==> src/rtl/n1_ir_stage.sv <==
// n1_ir_stage: N1 instruction register stage with one-entry stash, forced opcodes and opcode decode
// Inputs : clk_i, async_rst_i, pbus_dat_i[15:0] program bus data,
//          fc2ir_* strobes from flow control (capture, stash, expend, force_*).
// Outputs: ir2fc_* control flags, ir2dsp_adr_o target field, ir2prs_lit_o/lit_val_o literal,
//          ir2alu_opc_o ALU field, prb_* register probes.
module n1_ir_stage #(
    parameter logic [12:0] IRQ_ADR  = 13'h0010,
    parameter logic [15:0] DROP_OPC = 16'h0400
) (
    input  logic        clk_i,
    input  logic        async_rst_i,
    input  logic [15:0] pbus_dat_i,
    input  logic        fc2ir_capture_i,
    input  logic        fc2ir_stash_i,
    input  logic        fc2ir_expend_i,
    input  logic        fc2ir_force_eow_i,
    input  logic        fc2ir_force_0call_i,
    input  logic        fc2ir_force_call_i,
    input  logic        fc2ir_force_drop_i,
    input  logic        fc2ir_force_nop_i,
    output logic        ir2fc_eow_o,
    output logic        ir2fc_eow_postpone_o,
    output logic        ir2fc_jump_or_call_o,
    output logic        ir2fc_bra_o,
    output logic        ir2fc_scyc_o,
    output logic        ir2fc_mem_o,
    output logic        ir2fc_mem_rd_o,
    output logic        ir2fc_madr_sel_o,
    output logic [12:0] ir2dsp_adr_o,
    output logic        ir2prs_lit_o,
    output logic [12:0] ir2prs_lit_val_o,
    output logic [9:0]  ir2alu_opc_o,
    output logic [15:0] prb_ir_o,
    output logic [15:0] prb_ir_stash_o,
    output logic        prb_ir_stash_vld_o
);
    logic [15:0] ir_q, ir_d, ir_sel, stash_q, stash_d;
    logic        stash_vld_q, stash_vld_d;

    always_comb begin
        ir_sel = fc2ir_force_0call_i ? 16'h6000 :
                 fc2ir_force_call_i  ? {3'b011, IRQ_ADR} :
                 fc2ir_force_drop_i  ? DROP_OPC :
                 fc2ir_force_nop_i   ? 16'h0000 :
                 fc2ir_expend_i      ? stash_q :
                 fc2ir_capture_i     ? pbus_dat_i : ir_q;
        ir_d    = ir_sel | {fc2ir_force_eow_i, 15'h0000};
        stash_d = fc2ir_stash_i ? pbus_dat_i : stash_q;
        // A forced call flushes the prefetch; a fresh stash outranks a simultaneous expend.
        stash_vld_d = (fc2ir_force_0call_i | fc2ir_force_call_i) ? 1'b0 :
                      fc2ir_stash_i  ? 1'b1 :
                      fc2ir_expend_i ? 1'b0 : stash_vld_q;
    end

    always_ff @(posedge clk_i or posedge async_rst_i) begin
        if (async_rst_i) begin
            ir_q        <= 16'h0000;
            stash_q     <= 16'h0000;
            stash_vld_q <= 1'b0;
        end else begin
            ir_q        <= ir_d;
            stash_q     <= stash_d;
            stash_vld_q <= stash_vld_d;
        end
    end

    always_comb begin
        ir2fc_jump_or_call_o = ir_q[14:13] == 2'b11;
        ir2fc_bra_o          = ir_q[14:13] == 2'b10;
        ir2prs_lit_o         = ir_q[14:13] == 2'b01;
        ir2fc_mem_o          = (ir_q[14:13] == 2'b00) & ir_q[12];
        ir2fc_mem_rd_o       = ir2fc_mem_o & ir_q[11];
        ir2fc_madr_sel_o     = ir2fc_mem_o & ir_q[10];
        ir2fc_scyc_o         = ~ir2fc_jump_or_call_o & ~ir2fc_bra_o & ~ir2fc_mem_o;
        ir2fc_eow_o          = ir_q[15];
        ir2fc_eow_postpone_o = ir_q[15] & (ir2fc_bra_o | ir2fc_mem_o);
        ir2dsp_adr_o         = ir_q[12:0];
        ir2prs_lit_val_o     = ir_q[12:0];
        ir2alu_opc_o         = ir_q[9:0];
    end

    assign prb_ir_o           = ir_q;
    assign prb_ir_stash_o     = stash_q;
    assign prb_ir_stash_vld_o = stash_vld_q;
endmodule

==> config.mk <==
export PLATFORM = sky130hd
export DESIGN_NAME = n1_ir_stage
export DESIGN_NICKNAME = d
export VERILOG_FILES = /design/src/rtl/n1_ir_stage.sv
export SDC_FILE = /design/constraint.sdc
export NUM_CORES = 1
export LEC_CHECK = 0
export ABC_AREA = 1
export CAP_MARGIN = 20
export CORE_UTILIZATION = 39
export DETAILED_ROUTE_END_ITERATION = 10
export GPL_TIMING_DRIVEN = 0
export PLACE_DENSITY = 0.78
export SYNTH_ARGS = -nofsm -noshare
export SYNTH_HDL_FRONTEND = slang
export SYNTH_SLANG_ARGS = --single-unit
==> constraint.sdc <==
create_clock -name clk_i -period 1.2 [get_ports clk_i]
set_input_delay 0.24 -clock clk_i [delete_from_list [all_inputs] [get_ports clk_i]]
set_output_delay 0.24 -clock clk_i [all_outputs]
set_load 0.02 [all_outputs]
## Yosys cells after proc, flatten, opt, wreduce, memory -nomap -nowiden

Index checks and enable logic that the tools add are counted.

| word-level totals | value |
|---|---|
| register bits after elaboration | 33 |
| bits of input ports | 26 |

| cells by class | value |
|---|---|
| muxes and demuxes | 9 |
| equal/unequal tests | 3 |
| reductions and logical operators | 2 |
| bitwise operators | 12 |

Operators with widths:

| kind | count |
|---|---|
| $mux 16 | 6 |
| $or 16x16->16 | 1 |
| $and 1x1->1 | 6 |
| $eq 2x2->1 const B | 2 |
| $mux 1 | 3 |
| $not 1->1 | 3 |
| $reduce_bool 3->1 | 1 |
| $eq 2x1->1 const B | 1 |
| $logic_not 2->1 | 1 |
| $or 1x1->1 | 2 |

## Longest topological paths before layout

Gate-level depths: netlist (run 1).

| depth | value |
|---|---|
| depth in word-level cells | 7 |
| gate-level depth with buffers | 7 |
| mapped depth without buffers | 6 |

## Worst setup path after synthesis (run 1)

No wires, ideal clock.

| timing path | value |
|---|---|
| kind | reg-to-output |
| start point | register ir_q[14] (netlist: prb_ir_o[14]) |
| end point | output port ir2fc_eow_postpone_o |
| arrival | 1.202 ns |
| data required time | 0.960 ns |
| stages on the path, launching flop included | 4 |
| setup slack | -0.242 ns |
| cells stage by stage | dfrtp_1 -> inv_1 -> nor2_1 -> o21a_1 |

| between the ends | value |
|---|---|
| elaborated cells between the ends (all ways) | 5 |
| those cells by class | eq/ne (1); bitwise (3); reduce/logical (1) |

RTL lines:

| what | line | source |
|---|---|---|
| start: declaration | 37 | `logic [15:0] ir_q, ir_d, ir_sel, stash_q, stash_d;` |
| start signal: assignment | 61 | `ir_q <= ir_d;` |
| $eq 2x2->1 | 69 | `ir2fc_bra_o = ir_q[14:13] == 2'b10;` |
| net ir2fc_bra_o | 24 | `output logic ir2fc_bra_o,` |
| $or 1x1->1 | 76 | `ir2fc_eow_postpone_o = ir_q[15] & (ir2fc_bra_o \| ir2fc_mem_o);` |
| $and 1x1->1 | 76 |  |
| end: declaration | 22 | `output logic ir2fc_eow_postpone_o,` |

The timed path passes the listed nets, and every way through them passes these cells.

## Worst setup path in the final report (run 1)

| timing path | value |
|---|---|
| start point | register ir_q[13] (netlist: prb_ir_o[13]) |
| end point | output port ir2fc_eow_postpone_o |

| between the ends | value |
|---|---|
| word-level cells in the longest chain between the ends | 4 |
| elaborated cells between the ends (all ways) | 5 |
| those cells by class | eq/ne (1); bitwise (3); reduce/logical (1) |

Ends and longest elaborated chain:

| what | line | source |
|---|---|---|
| $logic_not 2->1 | 71 | `ir2fc_mem_o = (ir_q[14:13] == 2'b00) & ir_q[12];` |
| $and 1x1->1 | 71 |  |
| $or 1x1->1 * | 76 |  |
| $and 1x1->1 * | 76 |  |

Every way passes the cells marked *; elsewhere a longest branch is shown, timed or not.

==> results by group, run 1 <==
Layout
  – Number of nets in the finished design: approximately 410
  – Utilization after layout: 76.3%
  – Fin area: 3430 um^2
  – Share of layout cells above drive strength 1: between 40% and 50%
  – Antenna diode instance count: 0
  – Layout Area Growth over Synthesis: 81.9%

Floorplanning
  – Die Y-Extent: roughly 70 um
  – Effective utilization at floorplan: roughly two fifths
  – Core Footprint: between 4000 and 5000 um^2
  – Number of core rows: 24
  – Width of the die: a little over 70 um
  – Number of top-level pins: 104
  – Die ar.: between 5000 and 6000 um^2

Pwr
  – Standby leakage power: around 1.9 nW
  – Clock Power Share: ~28%
  – Switching power as a share of total power: between 20% and 30%
  – Fraction of power consumed by combinational cells: 28.3%
  – Max rail drop VDD: ~0.62 mV
  – Total Power Consumption: between 2 and 3 mW
  – Switch Pwr: around 0.84 mW
  – Power share of the sequential group: between 40 and 50%
  – PD cells: a little over 800 nW/um^2
  – P_int: just under 2 mW

Global route
  – Via count of the first global-routing pass: 1907
  – Global-route wire length before repair: 9.01 mm
  – Total overflow reported by the global router: 0
  – Number of antenna violations at the first check in global routing: 0
  – Total global routing track utilization: 22.5%
  – Maximum number of pins on one net before global-route repair: 22

Timing
  – Highest attainable clock frequency: about 0.70 GHz
  – Max-slew violation count: 0
  – Share of the clock period used by the worst path after layout: 120%
  – Total Neg Setup Slack: -2.59 ns
  – Maximum clock skew at final layout: slightly above 0.004 ns
  – Final Hold Fails: 0
  – Setup WS post-layout: -0.236 ns
  – Final setup violation count: 30
  – Fin crit period: around 1.4 ns
  – Actual transition at the worst max-transition pin: roughly 0.57 ns
  – Unrepaired setup endpoints after global routing: yes
  – Worst-case headroom to the max-slew limit: about three fifths

Synthesis
  – Mux contribution to synthesized area: 0%
  – Netlist area before placement: approximately 1900 um^2
  – Xor and xnor area share after synthesis: 0%
  – Complex-gate fraction of the synthesized area: 9.68%
  – Main combinational cell family by area after synthesis: buffers and inverters
  – Number of storage elements in the synthesis netlist: 33
  – Avg Inst Size Synth: 7.64 um^2
  – Area share of fa/ha/maj cells after synthesis: 0%
  – Count of synthesis-stage warnings from yosys: 0
  – Net count of the mapped netlist: between 200 and 300
  – Fraction of the mapped netlist area in simple logic gates: about 22%
  – Share of the yosys chip area belonging to registers: a little over two fifths
  – Synthesized instance count: ~250
  – Count of different cell masters after synthesis: 18

CTS
  – Maximum buffer depth of the clock tree: 2
  – Root buf cell: sky130_fd_sc_hd__clkbuf_8
  – CTS tree: done
  – TritonCTS sink count: 33
  – Clock latency reported for the late side of the worst-skew pair: around 0.28 ns
  – Number of clock buffers inserted by TritonCTS: 5
  – Max H-tree Level: 2
  – Reg clk slew, reported paths: 0.06 ns

Worst setup path
  – Worst flop-to-flop path endpoint: prb_ir_o[7]$_DFFE_PP0P_
  – Required time of the worst setup path: 0.96 ns
  – Capturing element type of the critical path: output port
  – Critical path type: flop to output port
  – Worst R2R Setup Slack: 0.18 ns
  – R2R depth: 5
  – Launching element type of the critical path: flop
  – Data arrival time of the critical path: between 1 and 1.5 ns
  – CP peak stage delay: roughly 0.40 ns
  – Crit path max fanout: 4
  – FF-to-FF Start: prb_ir_o[7]$_DFFE_PP0P_
  – Chain of cells forming the critical path: inv_2, nand3_4, inv_4, o21a_4, buf_6
  – Highest-delay cell along the critical path: sky130_fd_sc_hd__dfrtp_2

Routing
  – Remaining design rule violation count: 0
  – Wire length the detailed router placed on met1: 2.37 mm
  – Routed via count: approximately 2000
  – Routed wire per std cell: 13.3 um
  – Post-DR vias/cell: 4.63
  – Total wire length after detailed routing: just under 6 mm
  – TritonRoute pass-1 iters: 4
  – Detail Route Antenna Nets: 0
  – Highest metal used: met4
  – Met2 WL: 3.03 mm
  – First DRT Iteration DRCs: approximately 150
  – Amount of wire on met3 after detailed routing: roughly 310 um

Placement
  – IO Port Bufs: approximately 100
  – Placed standard-cell area: 3010 um^2
  – Placer's final routability congestion estimate: 0.779
  – Setup WS pre-CTS: -0.477 ns
  – Detailed placement HPWL: between 3 and 4 mm

Status
  – Outcome: complete, but fails checks
  – Failing checks: setup timing

Worst hold path
  – Path type of the worst min-delay path: primary input to flop
  – Hold Crit Depth: 4
  – Start point of the worst min-delay path: fc2ir_force_0call_i
  – Terminating pin of the worst hold path: prb_ir_o[4]$_DFFE_PP0P_

Run
  – Maximum Capacitance Violations: 0
## power groups by stage
stage | clock, mW | combinational (mW) | sequential [mW]
after CTS | 0.796 | 0.782 | 1.23
after global placement | 0 | 0.717 | 1.25
after floorplan | 0 | 0.289 | 1.33
after global routing | 0.857 | 0.853 | 1.24
final | 0.783 | 0.795 | 1.23
after detailed placement | 0 | 0.739 | 1.25
## state kept, by name, summed over array words and instances (netlist names)
signal / count
prb_ir_o: 16
prb_ir_stash_vld_o: 1
prb_ir_stash_o: 16
## Yosys cell counts (all sizes together)
cell type	instances	area (um^2)
dfrtp	33	826
nor2	22	111
buf	43	328
clkbuf	3	11.3
nand3	7	40.0
o21a	1	7.51
o21ai	19	95.1
a21oi	16	80.1
inv	32	120
nand2	71	269
## cell families after synthesis
family                 after synthesis
AO/OA/AOI/OAI                       36
AND/OR/NAND/NOR                    100
flip-flops                          33
buffers and inverters               78
## placed cells by master, fill, tap and decap left out, drive strengths merged
| master | instances |
|---|---|
| a21oi | 16 |
| buf | 133 |
| clkbuf | 24 |
| clkdlybuf4s15 | 4 |
| clkdlybuf4s50 | 21 |
| dfrtp | 33 |
| dlygate4sd2 | 1 |
| dlymetal6s2s | 2 |
| inv | 32 |
| nand2 | 71 |
| nand3 | 7 |
| nor2 | 22 |
| o21a | 1 |
| o21ai | 19 |
## how the worst max path moves through the flow
| stage | startpoint | cells past startpoint | endpoint | slack (ns) |
|---|---|---|---|---|
| after floorplan | prb_ir_o[14]$_DFFE_PP0P_ | 4 | ir2fc_eow_postpone_o | 0.0002 |
| after CTS | prb_ir_o[13]$_DFFE_PP0P_ | 5 | ir2fc_eow_postpone_o | -0.23 |
| after global routing | prb_ir_o[13]$_DFFE_PP0P_ | 5 | ir2fc_eow_postpone_o | -0.28 |
| final | prb_ir_o[13]$_DFFE_PP0P_ | 5 | ir2fc_eow_postpone_o | -0.24 |
| after detailed placement | prb_ir_o[14]$_DFFE_PP0P_ | 5 | ir2fc_eow_postpone_o | -0.48 |
| after global placement | async_rst_i | 2 | prb_ir_o[14]$_DFFE_PP0P_ | -0.64 |
## critical path: cells and delay by family (launching register included)
kind | cells | cell delay [ns]
flops | 1 | 0.40
buf+inv | 3 | 0.23
compound gates | 1 | 0.18
simple gates | 1 | 0.10
## final cells by class
cell class / count / area, um^2
timing repair buffer: 139 / 1290
fill: 317 / 1070
sequential: 33 / 837
multi-input combinational: 136 / 647
buffer: 38 / 388
inverter: 32 / 125
clock buffer: 8 / 80.1
tap: 52 / 65.1
## per-layer routing
metal  track usage, %  up-vias
li1                 -      996
met1             28.4      935
met2             38.7       85
met3             3.94       14
met4             8.71        0
met5                0        -
## per-stage QoR
step,hold slack (ns),cells
after floorplan,0.338,247
after global placement,0.528,400
after detailed placement,0.517,401
after CTS,0.314,434
after global routing,0.357,438
final,0.307,438
## what timing repair did
| action | 4_1_cts | 5_1_grt |
|---|---|---|
| hold buffers | 0 | 0 |
| endpoints found under the setup margin | 97 | 85 |
| pin swaps | 4 | 3 |
| cloned | 0 | 1 |
| setup buffers | 31 | 9 |
| resized for setup | 375 | 76 |
Power figures use the tool's default switching activity.
==> run 2, diff against run 1 <==
--- a/config.mk
+++ b/config.mk
@@ -10,6 +10,7 @@
 export CORE_UTILIZATION = 39
 export DETAILED_ROUTE_END_ITERATION = 10
 export GPL_TIMING_DRIVEN = 0
+export MAX_ROUTING_LAYER = met4
 export PLACE_DENSITY = 0.78
 export SYNTH_ARGS = -nofsm -noshare
 export SYNTH_HDL_FRONTEND = slang
==> constraint.sdc (replaced) <==
create_clock -name clk_i -period 1.5 [get_ports clk_i]
set_input_delay 0.3 -clock clk_i [delete_from_list [all_inputs] [get_ports clk_i]]
set_output_delay 0.3 -clock clk_i [all_outputs]
set_load 0.02 [all_outputs]
==> run 2 against run 1 <==
  * Final cell count decreased by 5.7%
  * Hold slack improved by 0.058 ns
  * Combinational power decreased by 32%
  * Clock-buffer cell count unchanged
  * Largest power group unchanged
  * Non-clock buffer count decreased by 25
  * Critical path depth unchanged
  * Highest routed layer unchanged
  * The flow still finishes with violations (setup timing)
  * Via count decreased by 6.9%
  * Clock power decreased by 18%
  * First-iteration DRC count decreased by 17%
  * Core utilization decreased by 9.3 points
  * Global-route usage decreased by 0.44 points
  * Sequential cell count unchanged
==> results by group, run 2 (synthesis results as in run 1) <==
Floorplanning
  – Die ar.: 5120 um^2
  – Width of the die: between 70 and 80 um
  – Number of core rows: 24
  – Effective utilization at floorplan: between 40% and 50%
  – Core Footprint: approximately 4500 um^2
  – Number of top-level pins: between 100 and 150
  – Die Y-Extent: roughly 70 um

Worst hold path
  – Path type of the worst min-delay path: primary input to async pin

Status
  – Outcome: complete, but fails checks
  – Failing checks: setup timing

Worst setup path
  – Capturing element type of the critical path: output port
  – Crit path max fanout: 5
  – Critical path type: flop to output port
  – Critical path buffer and inverter count: 3
  – R2R depth: 6
  – Endpoint of the most critical setup path: ir2fc_eow_postpone_o
  – Launching element type of the critical path: flop
  – Worst flop-to-flop path endpoint: prb_ir_o[4]$_DFFE_PP0P_
  – Chain of cells forming the critical path: inv_2, nand3_4, inv_2, o21a_1, buf_6
  – Worst R2R Setup Slack: 0.61 ns
  – Worst setup path start: prb_ir_o[14]$_DFFE_PP0P_
  – Required time of the worst setup path: around 1.2 ns
  – Worst path most repeated cell: sky130_fd_sc_hd__inv_2
  – CP peak stage delay: approximately 0.45 ns
  – Highest-delay cell along the critical path: sky130_fd_sc_hd__dfrtp_2
  – FF-to-FF Start: prb_ir_stash_o[4]$_DFFE_PP0P_
  – Critical Path Stages: 5
  – Data arrival time of the critical path: roughly 1.2 ns
  – Kind of cell adding the most delay to the critical path: flip-flops

Layout
  – Share of layout cells above drive strength 1: 21.1%
  – Number of nets in the finished design: a little under 400
  – Fin area: just over 3000 um^2
  – Utilization after layout: 67.0%
  – Final std cells w/o fill: just over 400
  – Most common library cell in the layout ignoring fill and taps: sky130_fd_sc_hd__nand2_1
  – Layout Area Growth over Synthesis: 59.8%
  – Antenna diode instance count: 0
  – Commonest non-fill, non-tap cells in the layout: sky130_fd_sc_hd__nand2_1 (70), sky130_fd_sc_hd__dlygate4sd2_1 (67), sky130_fd_sc_hd__buf_4 (47)

CTS
  – CTS tree: done
  – Maximum buffer depth of the clock tree: 2
  – Root buf cell: sky130_fd_sc_hd__clkbuf_8
  – TritonCTS sink count: 33
  – Max H-tree Level: 2
  – Clock latency reported for the late side of the worst-skew pair: roughly 0.28 ns
  – Number of clock buffers inserted by TritonCTS: 5
  – Number of buffers inserted for hold repair after clock tree synthesis: 0
  – Reg clk slew, reported paths: 0.07 ns

Timing
  – Final Hold Fails: 0
  – Highest attainable clock frequency: ~0.66 GHz
  – Unrepaired setup endpoints after global routing: yes
  – Max-slew violation count: 0
  – Maximum clock skew at final layout: 0.00289 ns
  – Actual transition at the worst max-transition pin: about 0.55 ns
  – Worst-case headroom to the max-slew limit: a little over three fifths
  – Final setup violation count: 1
  – Share of the clock period used by the worst path after layout: 102%
  – Setup WS post-layout: -0.0230 ns
  – Fin crit period: between 1.5 and 2 ns

Pwr
  – Clock Power Share: 29.7%
  – Total Power Consumption: ~2.2 mW
  – Switch Pwr: ~0.66 mW
  – Max rail drop VDD: between 0.5 and 0.6 mV
  – Switching power as a share of total power: 30.3%
  – Standby leakage power: between 1.5 and 2 nW
  – Fraction of power consumed by combinational cells: about a quarter
  – P_int: around 1.5 mW
  – Power share of the sequential group: approximately 45%
  – PD cells: a little over 700 nW/um^2

Routing
  – Remaining design rule violation count: 0
  – Total wire length after detailed routing: 5.22 mm
  – Routed wire per std cell: between 10 and 15 um
  – Routed via count: between 1500 and 2000
  – First DRT Iteration DRCs: roughly 120
  – Post-DR vias/cell: ~4.6
  – TritonRoute pass-1 iters: 4
  – Detail Route Antenna Nets: 0

Run
  – Maximum Capacitance Violations: 0

Placement
  – IO Port Bufs: 101
  – Dpl cells: ~400
  – Placer's final routability congestion estimate: between 0.8 and 0.9
  – Placed standard-cell area: 2990 um^2
  – Detailed placement HPWL: between 3 and 4 mm

Global route
  – Number of antenna violations at the first check in global routing: 0
  – Total global routing track utilization: 22.1%
  – Via count of the first global-routing pass: 1771
  – Maximum number of pins on one net before global-route repair: 22
  – Global-route wire length before repair: 8.46 mm
  – Total overflow reported by the global router: 0
## run 2: changes by cell type in the layout (fill, tap and decap cells not counted), sizes merged
cell,previous run,this run
dlymetal6s2s,2,0
buf,133,55
clkbuf,24,11
clkdlybuf4s50,21,23
dlygate4sd2,1,67
## run 2: final cells by class
cell class | instances | area (um^2)
repair buffers | 106 | 963
fillers | 397 | 1490
clock buffers | 8 | 80.1
flip-flops and latches | 33 | 831
plain buffers | 46 | 339
multi-input cells | 136 | 618
well taps | 52 | 65.1
inverters | 32 | 120
## run 2: how the worst min path moves through the flow
stage / from / end / slack (ns) / cells past startpoint
2_1_floorplan: fc2ir_force_eow_i / prb_ir_o[15]$_DFF_PP0_ / 0.40 / 2
3_3_place_gp: prb_ir_stash_vld_o$_DFFE_PP0P_ / prb_ir_stash_vld_o$_DFFE_PP0P_ / 0.52 / 2
3_5_place_dp: prb_ir_stash_vld_o$_DFFE_PP0P_ / prb_ir_stash_vld_o$_DFFE_PP0P_ / 0.52 / 2
4_1_cts: fc2ir_capture_i / prb_ir_o[15]$_DFF_PP0_ / 0.37 / 4
5_1_grt: async_rst_i / prb_ir_stash_o[1]$_DFFE_PP0P_ / 0.42 / 2
6_report: async_rst_i / prb_ir_stash_o[1]$_DFFE_PP0P_ / 0.36 / 2
## run 2: metrics by stage
step,worst slack [ns],hold slack (ns),setup TNS [ns]
6_report,-0.0230,0.365,-0.0230
5_1_grt,-0.0752,0.418,-0.122
4_1_cts,-0.0522,0.374,-0.0545
3_5_place_dp,-0.325,0.516,-2.82
3_3_place_gp,-0.290,0.522,-11.30
2_1_floorplan,0.0403,0.398,0
## run 2: layer usage
layer,GRT usage (%),vias up,share of wire (%)
met2,36.8,61,52
met1,26.5,875,41
li1,-,943,-
met4,8.93,0,2.4
met3,4.08,11,4.9
met5,-,-,0
## run 2: timing repair
action,4_1_cts,5_1_grt
gates resized for setup,106,11
pin swaps,0,0
setup endpoints to repair,78,13
setup buffers,3,1
## run 2: worst reg2reg max path: stages, from the launching register on
cell                      delay [ns]
sky130_fd_sc_hd__dfrtp_1        0.40
sky130_fd_sc_hd__inv_1          0.07
sky130_fd_sc_hd__nand2_1        0.05
sky130_fd_sc_hd__nand3_1        0.10
sky130_fd_sc_hd__nand2_1        0.06
sky130_fd_sc_hd__nand2_1        0.06
sky130_fd_sc_hd__nand2_1        0.05
## run 2: power groups by stage
stage                     Clock, mW  Sequential (mW)  Combinational, mW
after floorplan                   0             1.06              0.229
after global placement            0            0.996              0.571
after detailed placement          0            0.998              0.592
after CTS                     0.651            0.979              0.539
after global routing          0.683            0.989              0.587
final                         0.643            0.980              0.541
==> run 3, diff against run 2 <==
--- a/config.mk
+++ b/config.mk
@@ -7,6 +7,7 @@
 export LEC_CHECK = 0
 export ABC_AREA = 1
 export CAP_MARGIN = 20
+export CORE_MARGIN = 1
 export CORE_UTILIZATION = 39
 export DETAILED_ROUTE_END_ITERATION = 10
 export GPL_TIMING_DRIVEN = 0
==> results of run 3 <==
Same layout as run 2: the final DEF is identical, and so are final timing and power.
==> RTL change 1: new RTL, flow settings as in run 2 <==
Take the reset off `stash_q` and load it in a clocked block of its own.
--- a/src/rtl/n1_ir_stage.sv
+++ b/src/rtl/n1_ir_stage.sv
@@ -56,11 +56,13 @@
         if (async_rst_i) begin
             ir_q        <= 16'h0000;
-            stash_q     <= 16'h0000;
             stash_vld_q <= 1'b0;
         end else begin
             ir_q        <= ir_d;
-            stash_q     <= stash_d;
             stash_vld_q <= stash_vld_d;
         end
+    end
+
+    always_ff @(posedge clk_i) begin
+        stash_q <= stash_d;
     end
 
Check against the original RTL: not equivalent (Yosys sat finds a counterexample within 4 cycles, from zero or initial values and one cycle with async_rst_i high).
==> RTL change 1 against run 2 <==
Highest routed layer unchanged. Wire length down 12%. Via count down 11%. Area after synthesis down 3.2%. The flow still finishes with violations (negative setup slack). Power up 2.6%. Critical endpoint is now ir2fc_mem_rd_o. Sequential cell count unchanged. Critical path type unchanged. Global-route usage down 3.2 points. Utilization up 1.0 points. Cell area down 0.54%. Worst setup slack worse by 0.11 ns.
==> RTL change 1: results (changes against run 2) <==
status finished, violations left; violated checks negative setup slack; peak supply drop 0.000533 V (-6.3%); final setup margin -0.135 ns (-0.112 ns); vias in the first global route 1444 (-18%); multiplexer area fraction after synthesis 0% (unchanged); clk_skew 0.00430 ns (+0.00141 ns); via count 1677 (-11%); # placed instances 363 (-9.5%); Gate Count Post-Synth 210 (-15%); Placer Congestion 0.825 (-2.3%); EDFF count, synth 16 (+16); R2R setup slack 0.56 ns (-0.05 ns); worst r2r src prb_ir_o[15]; Post-Syn Nets 236 (-14%); Hold Fails Final Rpt 0 (unchanged); Worst EP arrival 1.33 ns (+0.11 ns); worst-margin pin slew 0.794 ns (+0.240 ns); global-route wire length before repair 7040 microns (-17%); setup violators final 5 (+4); largest net degree at the start of global routing 18 (-18%); adder-cell share of the synthesized area 0% (unchanged); fraction of registers with async set/reset 51.5% (-48 points); worst skew pair latency 0.28 ns (about the same); final std cells w/o fill 381 (-7.7%); DR WL/cell 12.0 microns (-5.1%); r2r worst-path depth 4 (-2); # H-tree levels 2 (unchanged); most common cell in the synthesized netlist nand2_1; Initial DRC Count 63 (-48%); ranking of synthesized cells by area edfxtp_1, dfrtp_1, buf_4; Total GRT Usage 18.9% (-3.2 points); fin nets 354 (-8.3%); Worst Hold Class primary input to flop; Detail Placement HPWL 3450 microns (-13%); Synth top cells by count nand2_1, buf_4, dfrtp_1; P_leak 1.70 nW (-4.6%); Max Fanout on Critical Path 4 (-1); Yosys cell types 19 (+1); Synth Area in Compound Gates 2.40% (-7.3 points); register area share after synthesis 49.6% (+5.9 points); RR Endpoint prb_ir_o[15]; crit-path leading delay family flip-flops; fraction of layout cells with a size suffix above 1 26.4% (+5.4 points); n_diodes 0 (unchanged); initial antenna violation count 0 (unchanged)
RTL change 1: changes by cell type after synthesis, sizes merged, moves of 4 or more:
cell and delta:
edfxtp +16, nand3 +9, inv -15, o21ai -15, nand2 +4, a21oi -12
nor2 -6, dfrtp -16
RTL change 1: final cells by class:
type / count / area, sq um
fill: 384 / 1410
timing repair buffer: 111 / 988
sequential: 33 / 908
multi-input combinational: 116 / 533
buffer: 44 / 340
clock buffer: 7 / 96.3
tap: 52 / 65.1
inverter: 17 / 63.8
clock inverter: 1 / 5.00
RTL change 1: worst max path at each step:
stage / cells past startpoint / endpoint / start / slack, ns
floorplan: 3 / ir2fc_madr_sel_o / prb_ir_o[13] / -0.06
global placement: 4 / ir2fc_madr_sel_o / prb_ir_o[13] / -0.29
detailed placement: 4 / ir2fc_mem_rd_o / prb_ir_o[13] / -0.29
CTS: 5 / ir2fc_eow_postpone_o / prb_ir_o[14] / -0.13
global route: 5 / ir2fc_eow_postpone_o / prb_ir_o[13] / -0.18
finish: 5 / ir2fc_mem_rd_o / prb_ir_o[13] / -0.13
RTL change 1: metrics by stage:
stage / TNS, ns / area (sq um) / setup WS, ns / hold WS (ns)
6_report: -0.475 / 3000 / -0.135 / 0.378
3_3_place_gp: -3.95 / 2920 / -0.292 / 0.520
5_1_grt: -0.724 / 3000 / -0.177 / 0.397
2_1_floorplan: -0.123 / 1840 / -0.0614 / 0.226
3_5_place_dp: -4.48 / 2920 / -0.294 / 0.517
4_1_cts: -0.306 / 2930 / -0.127 / 0.374
RTL change 1: worst register-to-register path: stages, from the launching register on:
cell and delay, ns:
dfrtp_1 0.39, inv_1 0.11, o21ai_0 0.08, o21ai_0 0.17, nand2_1 0.07
RTL change 1: power by group:
part / internal (mW) / switching, mW / leakage (nW) / total, mW
Sequential: 1.00 / 0.0309 / 0.380 / 1.04
Clock: 0.415 / 0.319 / 0.0542 / 0.733
Combinational: 0.203 / 0.249 / 1.27 / 0.452
RTL change 1: per-layer routing:
| layer | track usage, % | routed length (microns) |
|---|---|---|
| met1 | 23.5 | 1950 |
| met4 | 6.67 | 80 |
| met3 | 4.76 | 255 |
| met5 | - | 0 |
| met2 | 29.7 | 2290 |
RTL change 1: what timing repair did:
item	in CTS	in global routing
resized for setup	104	18
buffers inserted	3	7
cloned	0	0
setup endpoints to repair	78	21
RTL change 1: cell families after synthesis:
group,Yosys count
compound gates,8
simple gates,108
buf+inv,61
flops,33
==> RTL change 2: new RTL, settings of run 2 <==
Without the edit above. Change the parameter `IRQ_ADR` from 13'h0010 to 13'h000C.
--- a/src/rtl/n1_ir_stage.sv
+++ b/src/rtl/n1_ir_stage.sv
@@ -5,5 +5,5 @@
 //          ir2alu_opc_o ALU field, prb_* register probes.
 module n1_ir_stage #(
-    parameter logic [12:0] IRQ_ADR  = 13'h0010,
+    parameter logic [12:0] IRQ_ADR  = 13'h000C,
     parameter logic [15:0] DROP_OPC = 16'h0400
 ) (
Behaviour: not the same (a bounded check fails within 4 cycles, from zero or initial values and one cycle with async_rst_i high).
==> RTL change 2 against run 2 <==
The run ends with design-rule violations, negative setup slack left. Sequential share of layout area fell by 0.56 points. Cell area rose by 1.9%. Sequential cell count did not move. Register-to-register slack barely moved. Worst setup slack barely moved. Power rose by 1.4%. Wire length fell by 0.63%. Area after synthesis rose by 0.93%. Largest cell class unchanged.
==> RTL change 2: results (changes against run 2) <==
clock slew at reported path FFs 0.07 ns (about the same); Yosys warning count 0 (unchanged); Worst EP arrival 1.22 ns (about the same); largest net degree at the start of global routing 20 (-9.1%); violated checks design-rule violations, negative setup slack; R2R setup slack 0.61 ns (about the same); global-route wire length before repair 8530 microns (+0.82%); setup violators final 1 (unchanged); ranking of synthesized cells by area dfrtp_1, buf_4, nand2_1; worst skew pair latency 0.28 ns (about the same); r2r worst-path depth 4 (-2); GRT overflow 0 (unchanged); crit-path leading delay family flip-flops; vias in the first global route 1722 (-2.8%); Placer Congestion 0.780 (-7.7%); Worst Hold Class primary input to flop; peak supply drop 0.000530 V (-6.9%); total routed wirelength 5190 microns (-0.63%); Initial DRC Count 63 (-48%); Final Max Slew Viols 0 (unchanged); # H-tree levels 2 (unchanged); port buffer count 101 (unchanged); Max Fanout on Critical Path 6 (+1); Post-Syn Nets 275 (+0.73%); Yosys cell types 19 (+1); n_diodes 0 (unchanged); Total GRT Usage 21.7% (-0.32 points); Most used DFF post-synth dfrtp_1; Num CTS Buffers 5 (unchanged); initial antenna violation count 0 (unchanged); Root Buffer clkbuf_8; via count 1901 (+0.58%); critical path's slowest cell dfrtp_2; Critical Path End ir2fc_eow_postpone_o; clk buf depth 2 (unchanged); register area share after synthesis 43.3% (-0.40 points); Synth top cells by count nand2_1, buf_4, dfrtp_1; RR Endpoint prb_ir_o[5]; P_leak 1.78 nW (-0.15%); worst r2r src prb_ir_o[5]; fraction of registers with async set/reset 100% (unchanged); status finished, violations left; fin nets 389 (+0.78%); worst-margin pin slew 0.639 ns (+0.0857 ns); First-pass DRT Iterations 9 (+5); Detail Placement HPWL 4050 microns (+2.6%); Place WS -0.282 ns (+0.0432 ns); fraction of layout cells with a size suffix above 1 21.4% (+0.38 points); Setup crit start prb_ir_o[14]; drt drc 2 (+2); clk_skew 0.00235 ns (-0.000536 ns); largest stage delay on the critical path 0.46 ns; final setup margin -0.0234 ns (-0.000397 ns)
==> RTL change 2: final cells by class <==
| class | count | area, sq um |
|---|---|---|
| Fill cell | 446 | 1650 |
| Timing Repair Buffer | 107 | 976 |
| Sequential cell | 33 | 830 |
| Multi-Input combinational cell | 139 | 647 |
| Buffer | 45 | 332 |
| Inverter | 32 | 124 |
| Tap cell | 67 | 83.8 |
| Clock buffer | 6 | 72.6 |
| Clock inverter | 2 | 10.0 |
==> RTL change 2: worst min-delay path by stage <==
stage / start / end / slack [ns] / cells past startpoint
after floorplan: fc2ir_force_eow_i / prb_ir_o[15] / 0.40 / 2
after global placement: prb_ir_o[0] / prb_ir_o[0] / 0.52 / 2
after detailed placement: prb_ir_stash_o[5] / prb_ir_stash_o[5] / 0.54 / 2
after CTS: fc2ir_capture_i / prb_ir_o[11] / 0.38 / 4
after global routing: fc2ir_capture_i / prb_ir_o[15] / 0.40 / 4
final: fc2ir_capture_i / prb_ir_o[15] / 0.38 / 4
==> RTL change 2: cell families (layout without fill, tap and decap cells) <==
group	count (synthesis)	count (layout)	share of synthesized area, %
AOI/OAI and AO/OA	35	35	9.32
buffers and inverters	77	192	23.8
and+or+nand+nor	104	104	23.6
DFF	33	33	43.3
==> RTL change 2: timing repair <==
item                                    4_1_cts  5_1_grt
endpoints found under the setup margin       78       18
cloned                                        0        0
buffers inserted                              3        2
resized for setup                           102       21
pin swaps                                     0        3
==> RTL change 2: power by group <==
part	internal, mW	total (mW)	switching [mW]
Sequential	0.945	0.984	0.0389
Clock	0.321	0.645	0.324
Combinational	0.247	0.567	0.320
==> RTL change 2: worst register-to-register path, delay by kind of cell, from the launching register on <==
kind	cells	cell delay, ns
and+or+nand+nor	2	0.09
DFF	1	0.42
buffers and inverters	2	0.28
==> RTL change 2: metal layers <==
| layer | track usage (%) | routed length, microns |
|---|---|---|
| met4 | 8.06 | 98 |
| met5 | - | 0 |
| met3 | 2.36 | 215 |
| met1 | 28.4 | 2200 |
| met2 | 35.2 | 2680 |
==> RTL change 2: through the flow <==
| step | power [mW] | utilization (%) | TNS, ns | instances | instance area (sq um) |
|---|---|---|---|---|---|
| after CTS | 2.20 | 64.0 | -0.0489 | 429 | 3020 |
| after global placement | 1.60 | 63.6 | -13.24 | 417 | 3000 |
| after global routing | 2.30 | 65.1 | -0.142 | 431 | 3070 |
| after floorplan | 1.31 | - | 0 | 249 | 1910 |
| final | 2.20 | 65.1 | -0.0234 | 431 | 3070 |
| after detailed placement | 1.62 | 64.2 | -3.42 | 418 | 3030 |
